--- src/rtl/bp_pkg.sv ---
// Shared definitions for the branch predictor: 2-bit counter encodings and
// the default table depth.
package bp_pkg;

  localparam int BHT_ENTRIES_DEFAULT = 16;

  // Saturating direction counter: strongly/weakly not-taken, weakly/strongly taken.
  typedef enum logic [1:0] {
    SNT = 2'b00,
    WNT = 2'b01,
    WT  = 2'b10,
    ST  = 2'b11
  } ctr_e;

endpackage

--- src/rtl/branch_predictor_if.sv ---
// Signal bundle between the pipeline (master) and the branch predictor (slave).
// Optional build macro: BP_STATS_EN adds the branch/mispredict statistics outputs.
interface branch_predictor_if;

  logic [31:0] PcIf;
  logic        PredTakenIf;
  logic [31:0] PredTargetIf;
  logic        BranchValidEx;
  logic        BranchEx;
  logic [31:0] PcEx;
  logic [31:0] TargetEx;
  logic        PredTakenEx;
  logic [31:0] PredTargetEx;
  logic        FlushEx;
  logic        MispredictEx;
  logic [31:0] RedirectPcEx;
`ifdef BP_STATS_EN
  logic [31:0] BranchCntOut;
  logic [31:0] MispredCntOut;
`endif

  modport master (
    output PcIf, BranchValidEx, BranchEx, PcEx, TargetEx,
           PredTakenEx, PredTargetEx, FlushEx,
    input  PredTakenIf, PredTargetIf, MispredictEx, RedirectPcEx
`ifdef BP_STATS_EN
    , BranchCntOut, MispredCntOut
`endif
  );

  modport slave (
    input  PcIf, BranchValidEx, BranchEx, PcEx, TargetEx,
           PredTakenEx, PredTargetEx, FlushEx,
    output PredTakenIf, PredTargetIf, MispredictEx, RedirectPcEx
`ifdef BP_STATS_EN
    , BranchCntOut, MispredCntOut
`endif
  );

endinterface

--- src/rtl/bp_counter2.sv ---
// Next-state function of a 2-bit saturating direction counter.
module bp_counter2
  import bp_pkg::*;
(
  input  ctr_e cur,
  input  logic taken,
  output ctr_e next
);

  // Step one state toward taken or not-taken, saturating at ST and SNT.
  always_comb begin
    next = cur;
    case (cur)
      SNT:     next = taken ? WNT : SNT;
      WNT:     next = taken ? WT  : SNT;
      WT:      next = taken ? ST  : WNT;
      ST:      next = taken ? ST  : WT;
      default: next = WNT;
    endcase
  end

endmodule

--- src/rtl/branch_predictor.sv ---
// Direct-mapped branch target buffer with 2-bit direction counters.
// IF side looks up combinationally (no bypass of a same-cycle EX write);
// EX side trains the table and raises a redirect on a wrong prediction.
// Optional build macro: BP_STATS_EN adds saturating branch/mispredict counters.
module branch_predictor
  import bp_pkg::*;
#(
  parameter int BHT_ENTRIES = BHT_ENTRIES_DEFAULT
)
(
  input logic               clk,
  input logic               rst_n,
  branch_predictor_if.slave bus
);

  localparam int IDX_W = $clog2(BHT_ENTRIES);
  localparam int TAG_W = 30 - IDX_W;

  logic             valid_r  [BHT_ENTRIES];
  logic [TAG_W-1:0] tag_r    [BHT_ENTRIES];
  logic [31:0]      target_r [BHT_ENTRIES];
  ctr_e             ctr_r    [BHT_ENTRIES];

  logic [IDX_W-1:0] if_idx_s;
  logic [TAG_W-1:0] if_tag_s;
  logic [IDX_W-1:0] ex_idx_s;
  logic [TAG_W-1:0] ex_tag_s;
  logic             upd_s;
  logic             ex_hit_s;
  ctr_e             ctr_step_s;
  ctr_e             ctr_new_s;
  logic             ctr_wr_s;
  logic             entry_wr_s;
  logic             unused_pc_bits_s;

  assign if_idx_s = bus.PcIf[IDX_W+1:2];
  assign if_tag_s = bus.PcIf[31:IDX_W+2];
  assign ex_idx_s = bus.PcEx[IDX_W+1:2];
  assign ex_tag_s = bus.PcEx[31:IDX_W+2];

  // Instructions are word aligned, so the byte offset never selects anything.
  assign unused_pc_bits_s = ^{bus.PcIf[1:0], bus.PcEx[1:0]};

  // Fetch lookup reads the registered table, so a same-cycle update is not visible.
  assign bus.PredTakenIf  = valid_r[if_idx_s] & (tag_r[if_idx_s] == if_tag_s) & ctr_r[if_idx_s][1];
  assign bus.PredTargetIf = target_r[if_idx_s];

  assign upd_s    = bus.BranchValidEx & ~bus.FlushEx;
  assign ex_hit_s = valid_r[ex_idx_s] & (tag_r[ex_idx_s] == ex_tag_s);

  bp_counter2 u_counter2 (
    .cur   (ctr_r[ex_idx_s]),
    .taken (bus.BranchEx),
    .next  (ctr_step_s)
  );

  // Decide what the EX branch writes: train on a hit, allocate on a taken miss.
  always_comb begin
    ctr_wr_s   = 1'b0;
    entry_wr_s = 1'b0;
    ctr_new_s  = ctr_step_s;
    if (upd_s) begin
      if (ex_hit_s) begin
        ctr_wr_s   = 1'b1;
        entry_wr_s = bus.BranchEx;
        ctr_new_s  = ctr_step_s;
      end else if (bus.BranchEx) begin
        ctr_wr_s   = 1'b1;
        entry_wr_s = 1'b1;
        ctr_new_s  = WT;
      end else begin
        ctr_wr_s   = 1'b0;
        entry_wr_s = 1'b0;
        ctr_new_s  = ctr_step_s;
      end
    end else begin
      ctr_wr_s   = 1'b0;
      entry_wr_s = 1'b0;
      ctr_new_s  = ctr_step_s;
    end
  end

  assign bus.MispredictEx = upd_s & ((bus.PredTakenEx != bus.BranchEx) |
                                     (bus.BranchEx & bus.PredTakenEx &
                                      (bus.PredTargetEx != bus.TargetEx)));
  assign bus.RedirectPcEx = bus.BranchEx ? bus.TargetEx : (bus.PcEx + 32'd4);

  // Valid bits and counters: cleared to invalid / weakly-not-taken by reset.
  always_ff @(posedge clk or negedge rst_n) begin
    if (!rst_n) begin
      for (int i = 0; i < BHT_ENTRIES; i++) begin
        valid_r[i] <= 1'b0;
        ctr_r[i]   <= WNT;
      end
    end else begin
      if (ctr_wr_s) begin
        ctr_r[ex_idx_s] <= ctr_new_s;
      end
      if (entry_wr_s) begin
        valid_r[ex_idx_s] <= 1'b1;
      end
    end
  end

  // Tag and target payload; meaningless while the entry is invalid, so no reset.
  always_ff @(posedge clk) begin
    if (entry_wr_s) begin
      tag_r[ex_idx_s]    <= ex_tag_s;
      target_r[ex_idx_s] <= bus.TargetEx;
    end
  end

`ifdef BP_STATS_EN
  logic [31:0] branch_cnt_r;
  logic [31:0] mispred_cnt_r;

  // Saturating counts of resolved branches and of redirects.
  always_ff @(posedge clk or negedge rst_n) begin
    if (!rst_n) begin
      branch_cnt_r  <= 32'd0;
      mispred_cnt_r <= 32'd0;
    end else begin
      if (upd_s && (branch_cnt_r != 32'hFFFF_FFFF)) begin
        branch_cnt_r <= branch_cnt_r + 32'd1;
      end
      if (bus.MispredictEx && (mispred_cnt_r != 32'hFFFF_FFFF)) begin
        mispred_cnt_r <= mispred_cnt_r + 32'd1;
      end
    end
  end

  assign bus.BranchCntOut  = branch_cnt_r;
  assign bus.MispredCntOut = mispred_cnt_r;
`else
  // Statistics build option disabled: no counters.
`endif

endmodule

--- src/flat_wrapper.sv ---
// flat-port wrapper written by rule: the top's interface ports become plain ports
module branch_predictor_flat import bp_pkg::*;
#(
  parameter int BHT_ENTRIES = BHT_ENTRIES_DEFAULT
)
  (clk, rst_n, bus_PcIf, bus_BranchValidEx, bus_BranchEx, bus_PcEx, bus_TargetEx, bus_PredTakenEx, bus_PredTargetEx, bus_FlushEx, bus_PredTakenIf, bus_PredTargetIf, bus_MispredictEx, bus_RedirectPcEx);
  branch_predictor_if bus_i ();
  input logic clk;
  input logic rst_n;
  input wire logic [$bits(bus_i.PcIf)-1:0] bus_PcIf;
  input wire logic [$bits(bus_i.BranchValidEx)-1:0] bus_BranchValidEx;
  input wire logic [$bits(bus_i.BranchEx)-1:0] bus_BranchEx;
  input wire logic [$bits(bus_i.PcEx)-1:0] bus_PcEx;
  input wire logic [$bits(bus_i.TargetEx)-1:0] bus_TargetEx;
  input wire logic [$bits(bus_i.PredTakenEx)-1:0] bus_PredTakenEx;
  input wire logic [$bits(bus_i.PredTargetEx)-1:0] bus_PredTargetEx;
  input wire logic [$bits(bus_i.FlushEx)-1:0] bus_FlushEx;
  output wire logic [$bits(bus_i.PredTakenIf)-1:0] bus_PredTakenIf;
  output wire logic [$bits(bus_i.PredTargetIf)-1:0] bus_PredTargetIf;
  output wire logic [$bits(bus_i.MispredictEx)-1:0] bus_MispredictEx;
  output wire logic [$bits(bus_i.RedirectPcEx)-1:0] bus_RedirectPcEx;
  assign bus_i.PcIf = bus_PcIf;
  assign bus_i.BranchValidEx = bus_BranchValidEx;
  assign bus_i.BranchEx = bus_BranchEx;
  assign bus_i.PcEx = bus_PcEx;
  assign bus_i.TargetEx = bus_TargetEx;
  assign bus_i.PredTakenEx = bus_PredTakenEx;
  assign bus_i.PredTargetEx = bus_PredTargetEx;
  assign bus_i.FlushEx = bus_FlushEx;
  assign bus_PredTakenIf = bus_i.PredTakenIf;
  assign bus_PredTargetIf = bus_i.PredTargetIf;
  assign bus_MispredictEx = bus_i.MispredictEx;
  assign bus_RedirectPcEx = bus_i.RedirectPcEx;
  branch_predictor #(.BHT_ENTRIES(BHT_ENTRIES)) u_core (.clk(clk), .rst_n(rst_n), .bus(bus_i));
endmodule
--- config.mk ---
export PLATFORM = sky130hd
export DESIGN_NAME = branch_predictor_flat
export DESIGN_NICKNAME = d
export VERILOG_FILES = /design/src/rtl/bp_pkg.sv /design/src/rtl/branch_predictor_if.sv /design/src/rtl/bp_counter2.sv /design/src/rtl/branch_predictor.sv /design/src/flat_wrapper.sv
export SDC_FILE = /design/constraint.sdc
export NUM_CORES = 1
export LEC_CHECK = 0
export CORE_MARGIN = 4
export CORE_UTILIZATION = 55
export CTS_BUF_LIST = sky130_fd_sc_hd__clkbuf_16
export DETAILED_ROUTE_END_ITERATION = 8
export PLACE_DENSITY = 0.76
export SLEW_MARGIN = 20
export SYNTH_ARGS = -nofsm -noshare
export SYNTH_HDL_FRONTEND = slang
export SYNTH_SLANG_ARGS = --single-unit
--- constraint.sdc ---
create_clock -name clk -period 5.8 [get_ports clk]
set_clock_uncertainty 0.15 [all_clocks]
set_input_delay 1.45 -clock clk [delete_from_list [all_inputs] [get_ports clk]]
set_output_delay 1.45 -clock clk [all_outputs]
set_load 0.02 [all_outputs]
# After elaboration in Yosys (flattened, before gate mapping)
# Memories as Yosys holds them, arrays and structs flattened.
# Index checks and enable logic that the tools add are counted.
# word_totals
output_inout_bits,66
word_cells,92
ff_bits,48
mem_bits_rw,928
in_bits,134
n_memories,2
# memory_table
name,words,word_bits,rd,rd_clocked_by_memory_dff,write_ports,line_no,text
u_core.target_r,16,32,1,0,1,branch_predictor.sv:21,logic [31:0] target_r [BHT_ENTRIES];
u_core.tag_r,16,26,2,0,1,branch_predictor.sv:20,logic [TAG_W-1:0] tag_r [BHT_ENTRIES];
# op_classes
order_cmp,3
n_eq_ne,7
n_bitwise,12
n_addsub,1
n_reduce_logical,2
n_mux,33
# op_table
operator,count
$eq 26x26->1,2
$add 32x3->32 const B,1
$bwmux 32,1
$mux 32,1
$ne 32x32->1,1
$mux 2,10
$bmux 2 s4,2
$or 16x16->16,1
$mux 1,14
$ge 5x5->1 const B,2
$not 4->5,2
$bmux 1 s4,2
$demux 2 s4,1
$pmux 2 s4,1
$and 1x1->1,7
$lt 5x1->1 const B,1
$demux 1 s4,1
$eq 2x2->1 const B,2
$eq 2x1->1 const B,1
$logic_not 2->1,1
$logic_and 1x1->1,1
$ne 1x1->1,1
$not 1->1,1
$or 1x1->1,1

# Longest topological paths before layout
# logic_depth
word_depth,10
ltp_mapped,15
depth_no_buf,8

# By module
# Synthesis repeated with hierarchy kept, for this count alone.
# hier_totals
hier_cells,2117
area_unflattened_um2,42913.7
# modules_own_cells
module,area_per_inst_um2,seq_area_each_um2,cells_per_inst,n_inst
branch_predictor,42887.4,29087.9,2114,1
bp_counter2,26.3,0.0,3,1

# Least setup slack after synthesis
# No wires, ideal clock.
# synth_timing
kind,in2out
from,input port bus_PcIf[2]
to,output port bus_PredTakenIf
required_ns,4.200
slack_ns,-0.477
arrival_time_ns,4.677
path_buffers,3
stages,8
cell_sequence,clkbuf_1 buf_1 buf_1 mux4_2 mux4_2 xnor2_1 nand4_1 nor4_1
# synth_between
elab_chain_cells,6
elab_cells_between_ends,11
classes_between,eq/ne: 1; mux: 6; bitwise: 3; memory: 1
# synth_rtl
element,line_no,text
from (decl),flat_wrapper.sv:10,input wire logic [$bits(bus_i.PcIf)-1:0] bus_PcIf;
branches (longest 5 deep; another with $mem_v2 16x26),-,
$and 1x1->1 *,branch_predictor.sv:45,assign bus.PredTakenIf = valid_r[if_idx_s] & (tag_r[if_idx_s] == if_tag_s) & ctr_r[if_idx_s][1];
to (decl),flat_wrapper.sv:18,output wire logic [$bits(bus_i.PredTakenIf)-1:0] bus_PredTakenIf;
# Every way passes the cells marked *. The select of a mux whose other input is x is not followed.

# Worst setup path in the final report
# layout_timing
from,input port bus_PcEx[7]
to,output port bus_RedirectPcEx[17]
# layout_between
elab_chain_cells,2
# layout_rtl
element,line_no,text
from (decl),flat_wrapper.sv:13,input wire logic [$bits(bus_i.PcEx)-1:0] bus_PcEx;
$add 32x3->32,branch_predictor.sv:86,assign bus.RedirectPcEx = bus.BranchEx ? bus.TargetEx : (bus.PcEx + 32'd4);
$mux 32,branch_predictor.sv:86,
to (decl),flat_wrapper.sv:21,output wire logic [$bits(bus_i.RedirectPcEx)-1:0] bus_RedirectPcEx;
# No other way between the ends.

==> run summary <==
TritonCTS built the clock tree. The xor and xnor fraction of the mapped netlist area is between 2 and 2.5%. The worst slew margin relative to its limit came out at 26.4%. The fmax is approximately 180 MHz. The number of setup violations in the final report came out at 0. No sink is reached through more buffers than the 3 on the longest clock path.

Traced cell by cell, the critical path runs through clkdlybuf4s50_1 > nand3_2 > or3_1 > nor3_1 > buf_4 > buf_4 > xnor2_1 > o21ai_0 > buf_4 > clkdlybuf4s50_1. After the flow finishes, the layout carries non-filler instances totaling 3716. The sequential cell fraction of total power is 50.8%. The number of cells on the worst reg-to-reg path is 9. Of the available clock period, the critical path in the final layout requires a little over nine tenths. The mux share of post-synthesis cell area is a little over a fifth. The synthesis-to-layout area growth is 18.1%.

Setup repair after global routing could not meet its margin everywhere. The portion of total power attributed to the clock network is approximately two fifths. The final layout contains routed wiring with a total length of between 100000 and 150000 um.

The sequential element share of the synthesized area came out at about two thirds. The internal power component is about 12 mW. In this design, the critical path's most frequently occurring cell is buf_4. The worst setup path startpoint is bus_PcEx[7].

The count of routing violations after the opening detailed-route iteration is between 3000 and 4000. The die span in y came out at ~290 um. The synthesized area divided by synthesized cell count came out at about 20 um^2. In the final routed layout, each cell accounts on average for between 30 and 40 um.

The post-synthesis share of cell area spent on and, or, nand and nor gates came out at 3.71%. The flop and latch count out of synthesis is 976. The multi-input gate area in the final layout is 13800 um^2. The starting utilization of the core area is between 50% and 60%. The run finished with clean final reports. The initial antenna violation count came out at 4. By area, the combinational part of the netlist is dominated by multiplexers. The post-route DRC violation count is 0. The via density per instance came out at roughly 7.0. For this run, asynchronously set or reset flops after synthesis account for 4.92%. The layout cell share with drive strength beyond 1 came out at between 30% and 40%. The cell sitting at the root of the clock tree is a clkbuf_16. The maximum number of pins on one net before global-route repair is between 100 and 150. Summed over all layers, the global routing overflow is 0.

The total area inside the core boundary comes to around 78000 um^2. Clock-pin slew was measured on the worst setup and hold paths at 0.06 ns. After filler insertion, the fill cell instance count of the layout stands at around 5000. The final critical-path setup slack is around 0.1 ns. After layout, the design draws a total of about 15 mW.

In this run the power density over the cells is between 200 and 300 nW/um^2. The clock latency at the later pin of the worst-skew pair came out at just under 0.7 ns. The worst hold margin is 0.349 ns. The analysis attributes to cell leakage a power of roughly 17 nW. STA classifies the critical path startpoint as a primary input.

The total placed cells including tap cells is between 3000 and 4000. The final standard cell area without fillers came out at around 51000 um^2. The maximum ir drop on the vdd rail is just under 0.3 mV. The first detailed-routing pass took 6 iterations. The post-detailed-placement cell area is around 48000 um^2.

Leaving out fill and tap cells, the most frequent cell in the layout is edfxtp_1. The net switching power of the design is between 3 and 4 mW. The count of max-cap constraint violations came out at 0.

The post-layout minimum cycle time is roughly 5.7 ns. After floorplanning, the core was divided into slightly above 100 placement rows. The number of instances on the worst hold path is 1. The die outline area came out at between 80000 and 90000 um^2. The H-tree was split into 3 levels.

The count of buffers added on input and output ports is a little under 200. The critical path data arrival time is between 4 and 5 ns. The number of endpoints with negative hold slack in the final report came out at 0.

When the netlist entered floorplanning its net count stood at between 2000 and 2500. At the end of routability-driven placement, the weighted congestion stood at ~0.95. The sum of net half-perimeters after detailed placement came out at roughly 78000 um. The worst hold-check path type is flip-flop to flip-flop. The largest individual stage delay along the critical path comes from the cell clkdlybuf4s50_1. The final core utilization came out at between 60% and 70%. The remaining antenna violation count came out at 0.

The share of synthesized cell area in full adder, half adder and majority cells came out at less than 1%. The mapped netlist covers 43600 um^2. The startpoint identified for the worst hold timing path is u_core.valid_r[13]. The aggregate negative setup slack came out at 0 ns. The startpoint identified for the worst register-to-register timing path is u_core.tag_r[15][7]. The most used flip-flop cell after synthesis is edfxtp_1. Across the whole layout, storage elements account for just under 30000 um^2. The worst setup path is of the primary input to primary output kind. The clock drives just under 1000 sinks. The first global-routing pass estimated 183000 um of wire. The maximum fanout encountered on the critical timing path came out at 3. Pin placement for this block handled 200 I/O pins.

The worst setup slack before clock tree synthesis is -0.391 ns. After synthesis, the netlist uses 79 different library cells. The yosys synthesis warning count is 0. The logic gate share of total power is about a tenth. The number of clock buffers inserted by TritonCTS is 97. Synthesis handed over a netlist of approximately 2200 instances. The overall routing resource usage came out at a little over 30%. The via count of the first global-routing pass is 26431. Buffers added to address setup during post-CTS repair amount to 0.

The number of flops mapped to enable cells by yosys is 928. The worst setup path is captured at a primary output. After the last flow step, the layout net total stands at between 2000 and 3000. STA puts the critical path data required time at 4.20 ns. In the layout the commonest cells are edfxtp_1 (928), mux4_2 (390), buf_4 (191). The delay contributed by the slowest stage of the critical path came out at 0.60 ns.

For the pin with the worst max-slew slack, the measured transition is approximately 1.1 ns. The compound-gate portion of the synthesized area is under 10%. The number of hold buffers added after CTS came out at 0. The die is roughly 290 um wide. The routed layout has around 26000 vias. Of the total power, the share spent switching nets is between 20% and 30%. The number of max-slew violations in the final report is 0.
-- layout make-up --
type                            instances  area share [%]
Antenna cell                            1         0.00486
Clock buffer                           98            4.77
Clock inverter                         77            1.17
Inverter                               15           0.117
Multi-Input combinational cell       1089            26.8
Sequential cell                       976            56.6
Tap cell                             1040            2.53
Timing Repair Buffer                  420            8.06
-- timing repair --
action	4_1_cts	5_1_grt
hold endpoints to repair	0	0
endpoints found under the setup margin	17	9
gates cloned	0	2
pin swaps	0	1
gates resized for setup	19	17
-- power groups by stage --
stage	Clock [mW]	Combinational, mW	Sequential, mW
after CTS	6.07	1.51	7.83
after global placement	0	1.47	7.97
after detailed placement	0	1.50	7.97
final	6.04	1.53	7.83
after global routing	6.41	1.60	7.83
after floorplan	0	0.818	7.96
-- layer usage --
metal,GRT usage [%],vias to the layer above,wire (um)
met5,0,-,13
li1,-,10107,-
met1,41.6,13382,45200
met4,12.3,2,5800
met2,48.8,2042,61300
met3,7.40,338,15700
-- sequential cells by signal (all words and copies together) (netlist names) --
register and count:
u_core.tag_r 416, u_core.ctr_r 32, u_core.valid_r 16, u_core.target_r 512
-- kinds of logic (layout without fill, tap and decap cells) --
family,Yosys count,count (layout)
muxes,459,459
and+or+nand+nor,317,317
buffers and inverters,156,610
DFF,976,976
xor gates and xnor gates,109,109
AOI/OAI and AO/OA,199,199
adders and majority gates,5,5
other,0,1
-- critical path, delay by kind of cell --
kind            cells  cell delay [ns]
simple gates        3             0.77
compound gates      1             0.19
buf+inv             5             1.61
xor+xnor            1             0.08
-- synth_stat cells (5+ instances only) --
cell type | count | area share (%)
a21oi_1 | 12 | 0.14
a221oi_1 | 7 | 0.14
a221oi_2 | 9 | 0.31
a22o_1 | 5 | 0.10
and3_1 | 8 | 0.11
buf_1 | 26 | 0.22
buf_2 | 28 | 0.32
buf_4 | 9 | 0.16
buf_6 | 16 | 0.41
clkbuf_1 | 57 | 0.49
dfrtp_1 | 32 | 1.8
dfstp_2 | 16 | 0.97
edfxtp_1 | 928 | 64
ha_1 | 5 | 0.14
inv_1 | 14 | 0.12
mux2_2 | 18 | 0.47
mux2i_1 | 48 | 1.1
mux4_2 | 390 | 20
nand2_1 | 82 | 0.71
nand2b_1 | 15 | 0.22
nand3_1 | 30 | 0.34
nand4_1 | 41 | 0.59
nor2_1 | 68 | 0.59
nor2b_1 | 22 | 0.32
nor3_1 | 8 | 0.092
nor4_1 | 9 | 0.13
o211ai_1 | 21 | 0.36
o21a_1 | 15 | 0.26
o21ai_0 | 67 | 0.77
o221ai_1 | 6 | 0.12
o22ai_1 | 12 | 0.17
or2_2 | 15 | 0.22
xnor2_1 | 68 | 1.4
xor2_1 | 41 | 0.82
-- final timing paths --
kind / slack [ns] / to
max: 0.10 / bus_RedirectPcEx[17]
min: 0.35 / u_core.valid_r[13]
max reg2reg: 2.32 / u_core.ctr_r[22]
min reg2reg: 0.35 / u_core.valid_r[13]
max in group asynchronous: 4.39 / u_core.ctr_r[23]
min in group asynchronous: 0.64 / u_core.valid_r[14]
Note: power is estimated with default switching activity, not from simulation.
